### config.mk
export PLATFORM = sky130hd
export DESIGN_NAME = signed_seq_multiplier
export DESIGN_NICKNAME = d
export VERILOG_FILES = /design/src/rtl/signed_seq_multiplier.sv
export SDC_FILE = /design/constraint.sdc
export NUM_CORES = 1
export LEC_CHECK = 0
export BUFFER_PORTS_ARGS = -buffer_cell sky130_fd_sc_hd__buf_2
export CAP_MARGIN = 5
export CORE_MARGIN = 4
export CORE_UTILIZATION = 35
export CTS_CLUSTER_DIAMETER = 100
export DETAILED_ROUTE_END_ITERATION = 10
export PLACE_DENSITY = 0.56
export SLEW_MARGIN = 20
export SYNTH_ARGS = -nofsm -noshare
export SYNTH_HDL_FRONTEND = slang
export SYNTH_SLANG_ARGS = --single-unit
### constraint.sdc
create_clock -name clk_i -period 8.6 [get_ports clk_i]
set_clock_uncertainty 0.15 [all_clocks]
set_input_delay 2.15 -clock clk_i [delete_from_list [all_inputs] [get_ports clk_i]]
set_output_delay 2.15 -clock clk_i [all_outputs]
set_load 0.1 [all_outputs]
### src/rtl/signed_seq_multiplier.sv
// Sequential signed multiplier: sign-magnitude conversion, WIDTH-cycle shift-and-add,
// then a single conditional negation of the 2*WIDTH-bit product.
module signed_seq_multiplier #(
  parameter int WIDTH = 8
) (
  input  logic                 clk_i,
  input  logic                 rst_i,
  input  logic                 start_i,
  input  logic [WIDTH-1:0]     a_i,
  input  logic [WIDTH-1:0]     b_i,
  output logic                 busy_o,
  output logic                 done_o,
  output logic [2*WIDTH-1:0]   p_o
);

  localparam int CW = $clog2(WIDTH) + 1;

  typedef enum logic [1:0] {
    IDLE = 2'd0,
    MUL  = 2'd1,
    SIGN = 2'd2,
    DONE = 2'd3
  } state_t;

  // The most-negative operand maps to 2^(WIDTH-1), which still fits unsigned in WIDTH bits.
  function automatic logic [WIDTH-1:0] magnitude(input logic [WIDTH-1:0] v);
    logic [WIDTH-1:0] r;
    if (v[WIDTH-1]) begin
      r = ~v + {{(WIDTH-1){1'b0}}, 1'b1};
    end else begin
      r = v;
    end
    return r;
  endfunction

  function automatic logic [2*WIDTH-1:0] negate_2w(input logic [2*WIDTH-1:0] v);
    return ~v + {{(2*WIDTH-1){1'b0}}, 1'b1};
  endfunction

  state_t               state_q, state_d;
  logic [WIDTH-1:0]     mag_a_q, mag_a_d;
  logic [WIDTH-1:0]     mag_b_q, mag_b_d;
  logic                 neg_q, neg_d;
  logic [2*WIDTH-1:0]   acc_q, acc_d;
  logic [CW-1:0]        cnt_q, cnt_d;
  logic [2*WIDTH-1:0]   p_q, p_d;
  logic                 busy_q, busy_d;
  logic                 done_q, done_d;
  logic [2*WIDTH-1:0]   partial_s;

  assign partial_s = {{WIDTH{1'b0}}, mag_a_q} << cnt_q;

  // Next-state, datapath and registered-output logic.
  always_comb begin
    state_d = state_q;
    mag_a_d = mag_a_q;
    mag_b_d = mag_b_q;
    neg_d   = neg_q;
    acc_d   = acc_q;
    cnt_d   = cnt_q;
    p_d     = p_q;
    case (state_q)
      IDLE, DONE: begin
        if (start_i) begin
          mag_a_d = magnitude(a_i);
          mag_b_d = magnitude(b_i);
          neg_d   = a_i[WIDTH-1] ^ b_i[WIDTH-1];
          acc_d   = {(2*WIDTH){1'b0}};
          cnt_d   = {CW{1'b0}};
          state_d = MUL;
        end else begin
          state_d = IDLE;
        end
      end
      MUL: begin
        if (mag_b_q[0]) begin
          acc_d = acc_q + partial_s;
        end else begin
          acc_d = acc_q;
        end
        mag_b_d = mag_b_q >> 1;
        cnt_d   = cnt_q + {{(CW-1){1'b0}}, 1'b1};
        if (cnt_q == CW'(WIDTH - 1)) begin
          state_d = SIGN;
        end else begin
          state_d = MUL;
        end
      end
      SIGN: begin
        if (neg_q) begin
          p_d = negate_2w(acc_q);
        end else begin
          p_d = acc_q;
        end
        state_d = DONE;
      end
      default: begin
        state_d = IDLE;
      end
    endcase
    busy_d = (state_d == MUL) || (state_d == SIGN);
    done_d = (state_q == SIGN);
  end

  // State and output registers with synchronous reset; reset abandons any in-flight product.
  always_ff @(posedge clk_i) begin
    if (rst_i) begin
      state_q <= IDLE;
      mag_a_q <= {WIDTH{1'b0}};
      mag_b_q <= {WIDTH{1'b0}};
      neg_q   <= 1'b0;
      acc_q   <= {(2*WIDTH){1'b0}};
      cnt_q   <= {CW{1'b0}};
      p_q     <= {(2*WIDTH){1'b0}};
      busy_q  <= 1'b0;
      done_q  <= 1'b0;
    end else begin
      state_q <= state_d;
      mag_a_q <= mag_a_d;
      mag_b_q <= mag_b_d;
      neg_q   <= neg_d;
      acc_q   <= acc_d;
      cnt_q   <= cnt_d;
      p_q     <= p_d;
      busy_q  <= busy_d;
      done_q  <= done_d;
    end
  end

  assign busy_o = busy_q;
  assign done_o = done_q;
  assign p_o    = p_q;

endmodule

**After elaboration in Yosys (flattened, before gate mapping)**

Index checks and enable logic that the tools add are counted.

- Output and inout bits: 18
- Bits in writable memories: 0
- Memory bits (read-only): 0
- Flip-flop bits (word level): 57
- Logic and storage cells: 47
- Latch bits: 0
- Bits of input ports: 19
- Memories: 0

- Divide/modulo/power cells: 0
- Shift-type cells: 1
- Add/subtract/negate cells: 5
- Reductions and logical operators: 7
- Bitwise operators: 4
- Magnitude comparators: 0
- Equality and inequality tests: 8
- Mux-type cells: 13
- Multipliers: 0

Operator list:

| operator | count |
|---|---|
| $mux W16 | 3 |
| $pmux W16 S2 | 1 |
| $mux W8 | 3 |
| $add A16 B1 Y16 const B | 1 |
| $add A16 B16 Y16 | 1 |
| $add A8 B1 Y8 const B | 2 |
| $not A16 Y16 | 1 |
| $not A8 Y8 | 2 |
| $pmux W8 S2 | 1 |
| $shl A8 B4 Y16 | 1 |
| $pmux W4 S2 | 1 |
| $eq A2 B2 Y1 const B | 3 |
| $pmux W2 S3 | 1 |
| $add A4 B1 Y4 const B | 1 |
| $eq A2 B1 Y1 const B | 2 |
| $eq A4 B3 Y1 const B | 1 |
| $mux W4 | 1 |
| $ne A2 B2 Y1 const B | 2 |
| $reduce_and A2 Y1 | 2 |
| $reduce_and A3 Y1 | 1 |
| $logic_not A2 Y1 | 1 |
| $mux W2 | 1 |
| $reduce_bool A2 Y1 | 1 |
| $reduce_or A2 Y1 | 1 |
| other kinds (3) | 3 |

**Longest topological paths before layout**

Gate-level depths: netlist (run 1).

- Depth after elaboration: 5
- Depth in mapped cells: 14
- Mapped depth without buffers: 13

**Least setup slack after synthesis (run 1)**

No wires, ideal clock.

- Path type: input-to-reg
- Start: in start_i
- End: reg acc_q[13]
- Stages: 6
- Setup time: 0.117 ns
- Buffers on the path: 1
- Slack: 5.185 ns
- Data required time: 8.333 ns
- Arrival time: 3.147 ns
- Cells stage by stage: nand2_1 o21ai_2 o21ai_1 nor2b_1 buf_2 a32o_1

- Longest elaborated chain between the ends: 2

Ends and longest elaborated chain:

| element | line | text |
|---|---|---|
| start, declared | 8 | `input logic start_i,` |
| $ne A2 B2 Y1 (no line) | n/a |  |
| $reduce_and A3 Y1 (no line) | n/a |  |
| end signal, assigned | 112 | `acc_q <= {(2*WIDTH){1'b0}};` |
| end, declared | 44 | `logic [2*WIDTH-1:0] acc_q, acc_d;` |

No other way between the ends.
A chain may end at the register's enable or synchronous reset.

**Worst setup path after layout (run 1)**

- Start: reg cnt_q[1]
- End: reg acc_q[15]

- Longest elaborated chain between the ends: 4

Ends and longest elaborated chain:

| element | line | text |
|---|---|---|
| start, declared | 45 | `logic [CW-1:0] cnt_q, cnt_d;` |
| start signal, assigned | 113 | `cnt_q <= {CW{1'b0}};` |
| start signal, assigned | 123 | `cnt_q <= cnt_d;` |
| $shl A8 B4 Y16 | 51 | `assign partial_s = {{WIDTH{1'b0}}, mag_a_q} << cnt_q;` |
| $add A16 B16 Y16 | 77 | `acc_d = acc_q + partial_s;` |
| $mux W16 | 76 | `if (mag_b_q[0]) begin` |
| $pmux W16 S2 | 62 | `case (state_q)` |

No other way between the ends. The select of a mux whose other input is x is not followed.

==> results.sh, run 1 <==
export IMPL_gp_congestion=0.901
export IMPL_diodes=0
export IMPL_p_leak_nw=1.74
export IMPL_portBuffers=36
export IMPL_grt_overflow=0
export IMPL_synth_top_family_by_area="compound AO/OA/AOI/OAI gates"
export IMPL_path_cells="mux2_2, nand2_1, o21ai_0, o211ai_1, o21ai_0, ha_1, a21oi_1, o21bai_1, a221oi_1, o21ai_1, mux2_2, nand3_1"
export IMPL_synth_top_cell_by_area="dfxtp_1"
export IMPL_hold_worst_slack_ns=0.298
export IMPL_yosysUniqueCellTypes=57
export IMPL_ir_drop_mv=0.0809
export IMPL_drtAntennaViolNets=0
export IMPL_post_cts_setup_buffers=0
export IMPL_ys_ff_latch=57
export IMPL_layout_nets=552
export IMPL_die_w_um=113
export IMPL_slowest_stage="dfxtp_1"
export IMPL_synth_xor_area_share=0.0726
export IMPL_ios=37
export IMPL_period_needed_ns=3.67
export IMPL_dp_hpwl_um=7000
export IMPL_place_ws_ns=4.61
export IMPL_cpPeakStageDelay_ns=0.81
export IMPL_max_cap_violations=0
export IMPL_max_slew_margin=0.354
export IMPL_layout_cells_most_common_list="nand2_1 (60), dfxtp_1 (57), nor2_1 (54)"
export IMPL_cts_root_buf="clkbuf_8"
export IMPL_clk_pin_slew_ns=0.06
export IMPL_postCtsHoldBufs=0
export IMPL_path_depth=12
export IMPL_p_seq_frac=0.507
export IMPL_avgSynthCellArea_um2=7.91
export IMPL_synth_main_ff_cell="dfxtp_1"
export IMPL_p_sw_mw=0.156
export IMPL_finalWorstSetupSlack_ns=4.93
export IMPL_arrival_ns=3.73
export IMPL_drv_slew=0
export IMPL_drc=0
export IMPL_synth_cells=488
export IMPL_hold_class="reg2reg"
export IMPL_cts_sinks=57
export IMPL_syn_nets=529
export IMPL_synthAdderAreaFrac=0.0733
export IMPL_cts_resized=0
export IMPL_first_iter_violations=160
export IMPL_viasPerCell=5.26
export IMPL_max_freq_ghz=0.273
export IMPL_post_synth_and_or_nand_nor_area_fraction=0.208
export IMPL_crit_buf_inv=0
export IMPL_core_mm2=0.0108
export IMPL_p_sw_frac=0.280
export IMPL_final_common_cell="nand2_1"
export IMPL_synth_top_cell_area_share=0.296
export IMPL_finalSetupViolCount=0
export IMPL_grt_pass1_wl_um=15600
export IMPL_hold_path_depth=2
export IMPL_tightest_slew_ns=0.969
export IMPL_finalHoldViolCount=0
export IMPL_die_area_mm2=0.0128
export IMPL_async_flop_share=0
export IMPL_powerDensity_mw_per_mm2=131
export IMPL_crit_family="compound AO/OA/AOI/OAI gates"
export IMPL_p_int_mw=0.402
export IMPL_rr_worst_depth=12
export IMPL_cp_end_kind="flop"
export IMPL_power_frac_comb=0.150
export IMPL_drive_gt1_frac=0.131
export IMPL_dpl_cell_count=640
export IMPL_detail_route_wirelength_um=9130
export IMPL_grt_pass1_vias=3289
export IMPL_grt_max_degree=52
export IMPL_startpoint_type="flop"
export IMPL_dr_pass1_iters=7
export IMPL_fillCellCount=1083
export IMPL_tns_ns=0
export IMPL_vias=3427
export IMPL_cts_tree="done"
export IMPL_track_usage=0.148
export IMPL_placementRows=38
export IMPL_netlist_area_mm2=0.00386
export IMPL_clk_latency_ns=0.33
export IMPL_cts_buffer_depth=2
export IMPL_start_util=0.358
export IMPL_fin_crit_sh=0.426
export IMPL_synth_area_leaders="dfxtp_1 (30%), ha_1 (6.8%), nand2_1 (5.8%)"
export IMPL_p_clk_frac=0.343
export IMPL_synthMuxAreaShare=0.0784
export IMPL_status="completed"
export IMPL_die_h_um=113
export IMPL_post_drt_wl_per_cell_um=14.0
export IMPL_rsz0062_at_grt="no"
export IMPL_ys_seq_area_frac=0.296
export IMPL_cp_max_fo=19
export IMPL_cts_made_buffers=9
export IMPL_synth_edf_count=0
export IMPL_antenna_found_initial=0
export IMPL_finalNonFillerCells=652
export IMPL_htreeDepth=3
export IMPL_synth_compound_area_share=0.227
export IMPL_area_growth_pct=10.4
export IMPL_crit_required_ns=8.67
export IMPL_critical_path_class="reg2reg"
export IMPL_yosys_warnings=0
==> cells by family after synthesis <==
logic type,Yosys count
AND/OR/NAND/NOR,176
multiplexers,27
XOR/XNOR,32
flip-flops,57
adder cells (fa/ha/maj),22
AO/OA/AOI/OAI,129
buffers and inverters,45
==> layout make-up <==
cell class | instances | area, µm² | share of cell area
clock buffers | 10 | 128 | 0.0299
clock inverters | 2 | 10.0 | 0.00235
inverters | 20 | 75.1 | 0.0176
multi-input cells | 386 | 2550 | 0.597
flip-flops and latches | 57 | 1140 | 0.268
well taps | 140 | 175 | 0.0411
repair buffers | 37 | 188 | 0.0440
==> metrics by stage <==
step	total power, mW	cell area [µm²]	utilization
global placement	0.371	4120	0.382
finish	0.558	4260	0.395
CTS	0.566	4260	0.395
floorplan	0.349	3860	-
detailed placement	0.372	4120	0.382
global route	0.590	4260	0.395
==> power groups by stage <==
stage	logic, mW	registers [mW]	clock network [mW]
6_report	0.0835	0.283	0.191
3_5_place_dp	0.0836	0.289	0
2_1_floorplan	0.0637	0.286	0
4_1_cts	0.0839	0.283	0.199
3_3_place_gp	0.0821	0.288	0
5_1_grt	0.0950	0.285	0.210
==> path summary, 6_finish.rpt <==
| path | from | to | slack (ns) |
|---|---|---|---|
| hold / removal | p_o[15] | p_o[15] | 0.30 |
| hold reg to reg | p_o[15] | p_o[15] | 0.30 |
| setup reg to reg | cnt_q[1] | acc_q[15] | 4.93 |
| setup / recovery | cnt_q[1] | acc_q[15] | 4.93 |
==> routing by layer <==
metal	wire length [µm]	vias to the layer above	GRT usage
met5	0	-	0
met2	4300	93	0.249
met4	43	0	0.0449
li1	-	1786	-
met3	584	6	0.0364
met1	4210	1542	0.188
==> tightest hold or removal path, cell delays in order, from the launching register on <==
cell	delay, ns
dfxtp_1	0.31
nand2_1	0.05
o21ai_1	0.05
==> cells in the mapped netlist, drive strengths merged, types with 2 or more instances <==
cell type,count
nand2,60
dfxtp,57
nor2,54
o21ai,31
a21oi,27
ha,21
xor2,21
nor3,20
a211oi,19
inv,19
mux2i,19
clkbuf,18
nand3,12
xnor2,11
a22oi,8
o211ai,8
buf,7
nor2b,7
mux2,6
o31ai,6
a21o,5
and2,5
and3,5
nand2b,5
o21bai,5
or3,4
o41ai,3
a31oi,2
a32o,2
a32oi,2
mux4,2
==> state kept, by name, indices dropped and copies added (netlist names) <==
| register | cells |
|---|---|
| mag_a_q | 8 |
| mag_b_q | 8 |
| neg_q | 1 |
| cnt_q | 4 |
| busy_o | 1 |
| p_o | 16 |
| state_q | 2 |
| done_o | 1 |
| acc_q | 16 |
No activity file was read; power rests on OpenSTA's default activity.
==> inputs of run 2 (changes only) <==
--- a/config.mk
+++ b/config.mk
@@ -11,7 +11,7 @@
 export CORE_UTILIZATION = 35
 export CTS_CLUSTER_DIAMETER = 100
 export DETAILED_ROUTE_END_ITERATION = 10
-export PLACE_DENSITY = 0.56
+export PLACE_DENSITY = 0.58
 export SLEW_MARGIN = 20
 export SYNTH_ARGS = -nofsm -noshare
 export SYNTH_HDL_FRONTEND = slang
==> constraint.sdc (replaced) <==
create_clock -name clk_i -period 3.2 [get_ports clk_i]
set_clock_uncertainty 0.15 [all_clocks]
set_input_delay 0.8 -clock clk_i [delete_from_list [all_inputs] [get_ports clk_i]]
set_output_delay 0.8 -clock clk_i [all_outputs]
set_load 0.1 [all_outputs]
==> results.sh, run 2 (synthesized netlist as in run 1, its figures left out) <==
export IMPL_fillCellCount=1105
export IMPL_die_h_um=113
export IMPL_startpoint_type="flop"
export IMPL_die_area_mm2=0.0128
export IMPL_ir_drop_mv=0.367
export IMPL_first_iter_violations=183
export IMPL_dp_hpwl_um=7180
export IMPL_cp_end_kind="flop"
export IMPL_layout_nets=580
export IMPL_critical_path_class="reg2reg"
export IMPL_core_mm2=0.0108
export IMPL_postLayoutCellArea_mm2=0.00462
export IMPL_grt_max_degree=27
export IMPL_layout_cells_most_common_list="nand2_1 (60), dfxtp_1 (55), nor2_1 (54)"
export IMPL_tightest_slew_ns=0.666
export IMPL_regArea_mm2=0.00115
export IMPL_cts_tree="done"
export IMPL_vias=3503
export IMPL_portBuffers=36
export IMPL_drive_gt1_frac=0.221
export IMPL_die_w_um=113
export IMPL_finalHoldViolCount=0
export IMPL_diodes=0
export IMPL_grt_overflow=0
export IMPL_clk_latency_ns=0.34
export IMPL_max_freq_ghz=0.326
export IMPL_arrival_ns=3.20
export IMPL_postCtsHoldBufs=0
export IMPL_detail_route_wirelength_um=9360
export IMPL_area_growth_pct=19.8
export IMPL_grt_pass1_vias=3468
export IMPL_path_cells="buf_4, mux2_2, nand2_1, o21ai_0, a22o_1, ha_1, inv_1, nor3_1, nand3_1, o21ai_2, mux2_2, nand3_1"
export IMPL_p_leak_nw=1.91
export IMPL_crit_required_ns=3.33
export IMPL_antenna_found_initial=0
export IMPL_cts_buffer_depth=2
export IMPL_drv_slew=0
export IMPL_fin_crit_sh=0.958
export IMPL_multiInputGateArea_mm2=0.00263
export IMPL_slowest_stage="dfxtp_4"
export IMPL_viasPerCell=5.12
export IMPL_placementRows=38
export IMPL_powerDensity_mw_per_mm2=360
export IMPL_dr_pass1_iters=4
export IMPL_finalSetupViolCount=0
export IMPL_cp_max_fo=6
export IMPL_clk_pin_slew_ns=0.07
export IMPL_status="completed"
export IMPL_final_common_cell="nand2_1"
export IMPL_tns_ns=0
export IMPL_grt_pass1_wl_um=16000
export IMPL_drc=0
export IMPL_start_util=0.358
export IMPL_cts_made_buffers=9
export IMPL_finalWorstSetupSlack_ns=0.136
export IMPL_power_mw=1.66
export IMPL_gp_congestion=0.891
export IMPL_post_drt_wl_per_cell_um=13.7
export IMPL_htreeDepth=3
export IMPL_drtAntennaViolNets=0
export IMPL_hold_class="reg2reg"
export IMPL_place_ws_ns=-0.0259
export IMPL_period_needed_ns=3.06
export IMPL_track_usage=0.152
export IMPL_postPlaceCellArea_mm2=0.00430
export IMPL_ios=37
export IMPL_max_cap_violations=0
export IMPL_cts_root_buf="clkbuf_8"
export IMPL_cpPeakStageDelay_ns=0.41
export IMPL_max_slew_margin=0.555
export IMPL_cts_sinks=57
## run 2: path summary, 6_finish.rpt
path / from / to / slack (ns) / cells after the start
max: cnt_q[1] / acc_q[15] / 0.14 / 12
min: mag_b_q[5] / mag_b_q[5] / 0.30 / 2
max reg2reg: cnt_q[1] / acc_q[15] / 0.14 / 12
min reg2reg: mag_b_q[5] / mag_b_q[5] / 0.30 / 2
## run 2: repair_timing
item,4_1_cts,5_1_grt
buffers inserted,0,5
pin swaps,0,7
setup endpoints to repair,2,4
resized for setup,1,26
## run 2: metrics by stage
| stage | cells | hold slack (ns) | utilization |
|---|---|---|---|
| floorplan | 488 | 0.277 | - |
| global placement | 663 | 0.288 | 0.398 |
| detailed placement | 663 | 0.293 | 0.398 |
| CTS | 679 | 0.302 | 0.416 |
| global route | 684 | 0.333 | 0.428 |
| finish | 684 | 0.300 | 0.428 |
## run 2: cell type report
cell class,instances,share of cell area
inverter,20,0.0170
sequential,57,0.248
timing repair buffer,65,0.0869
clock buffer,10,0.0298
clock inverter,6,0.0124
tap,140,0.0379
multi-input combinational,386,0.568
## run 2: critical path, delay by kind of cell, from the launching register on
family	cells	cell delay (ns)
muxes	2	0.69
AOI/OAI and AO/OA	3	0.61
and+or+nand+nor	4	0.57
DFF	1	0.41
adders and majority gates	1	0.31
buffers and inverters	2	0.26
## run 2: power breakdown
part           internal [mW]  switching, mW
sequential             0.731         0.0272
clock                  0.374          0.281
combinational          0.106          0.144
total                   1.21          0.452
## run 2: layer usage
layer | track usage | wire length (µm)
met2 | 0.259 | 4570
met5 | 0 | 0
met3 | 0.0348 | 507
met1 | 0.189 | 4190
met4 | 0.0529 | 82
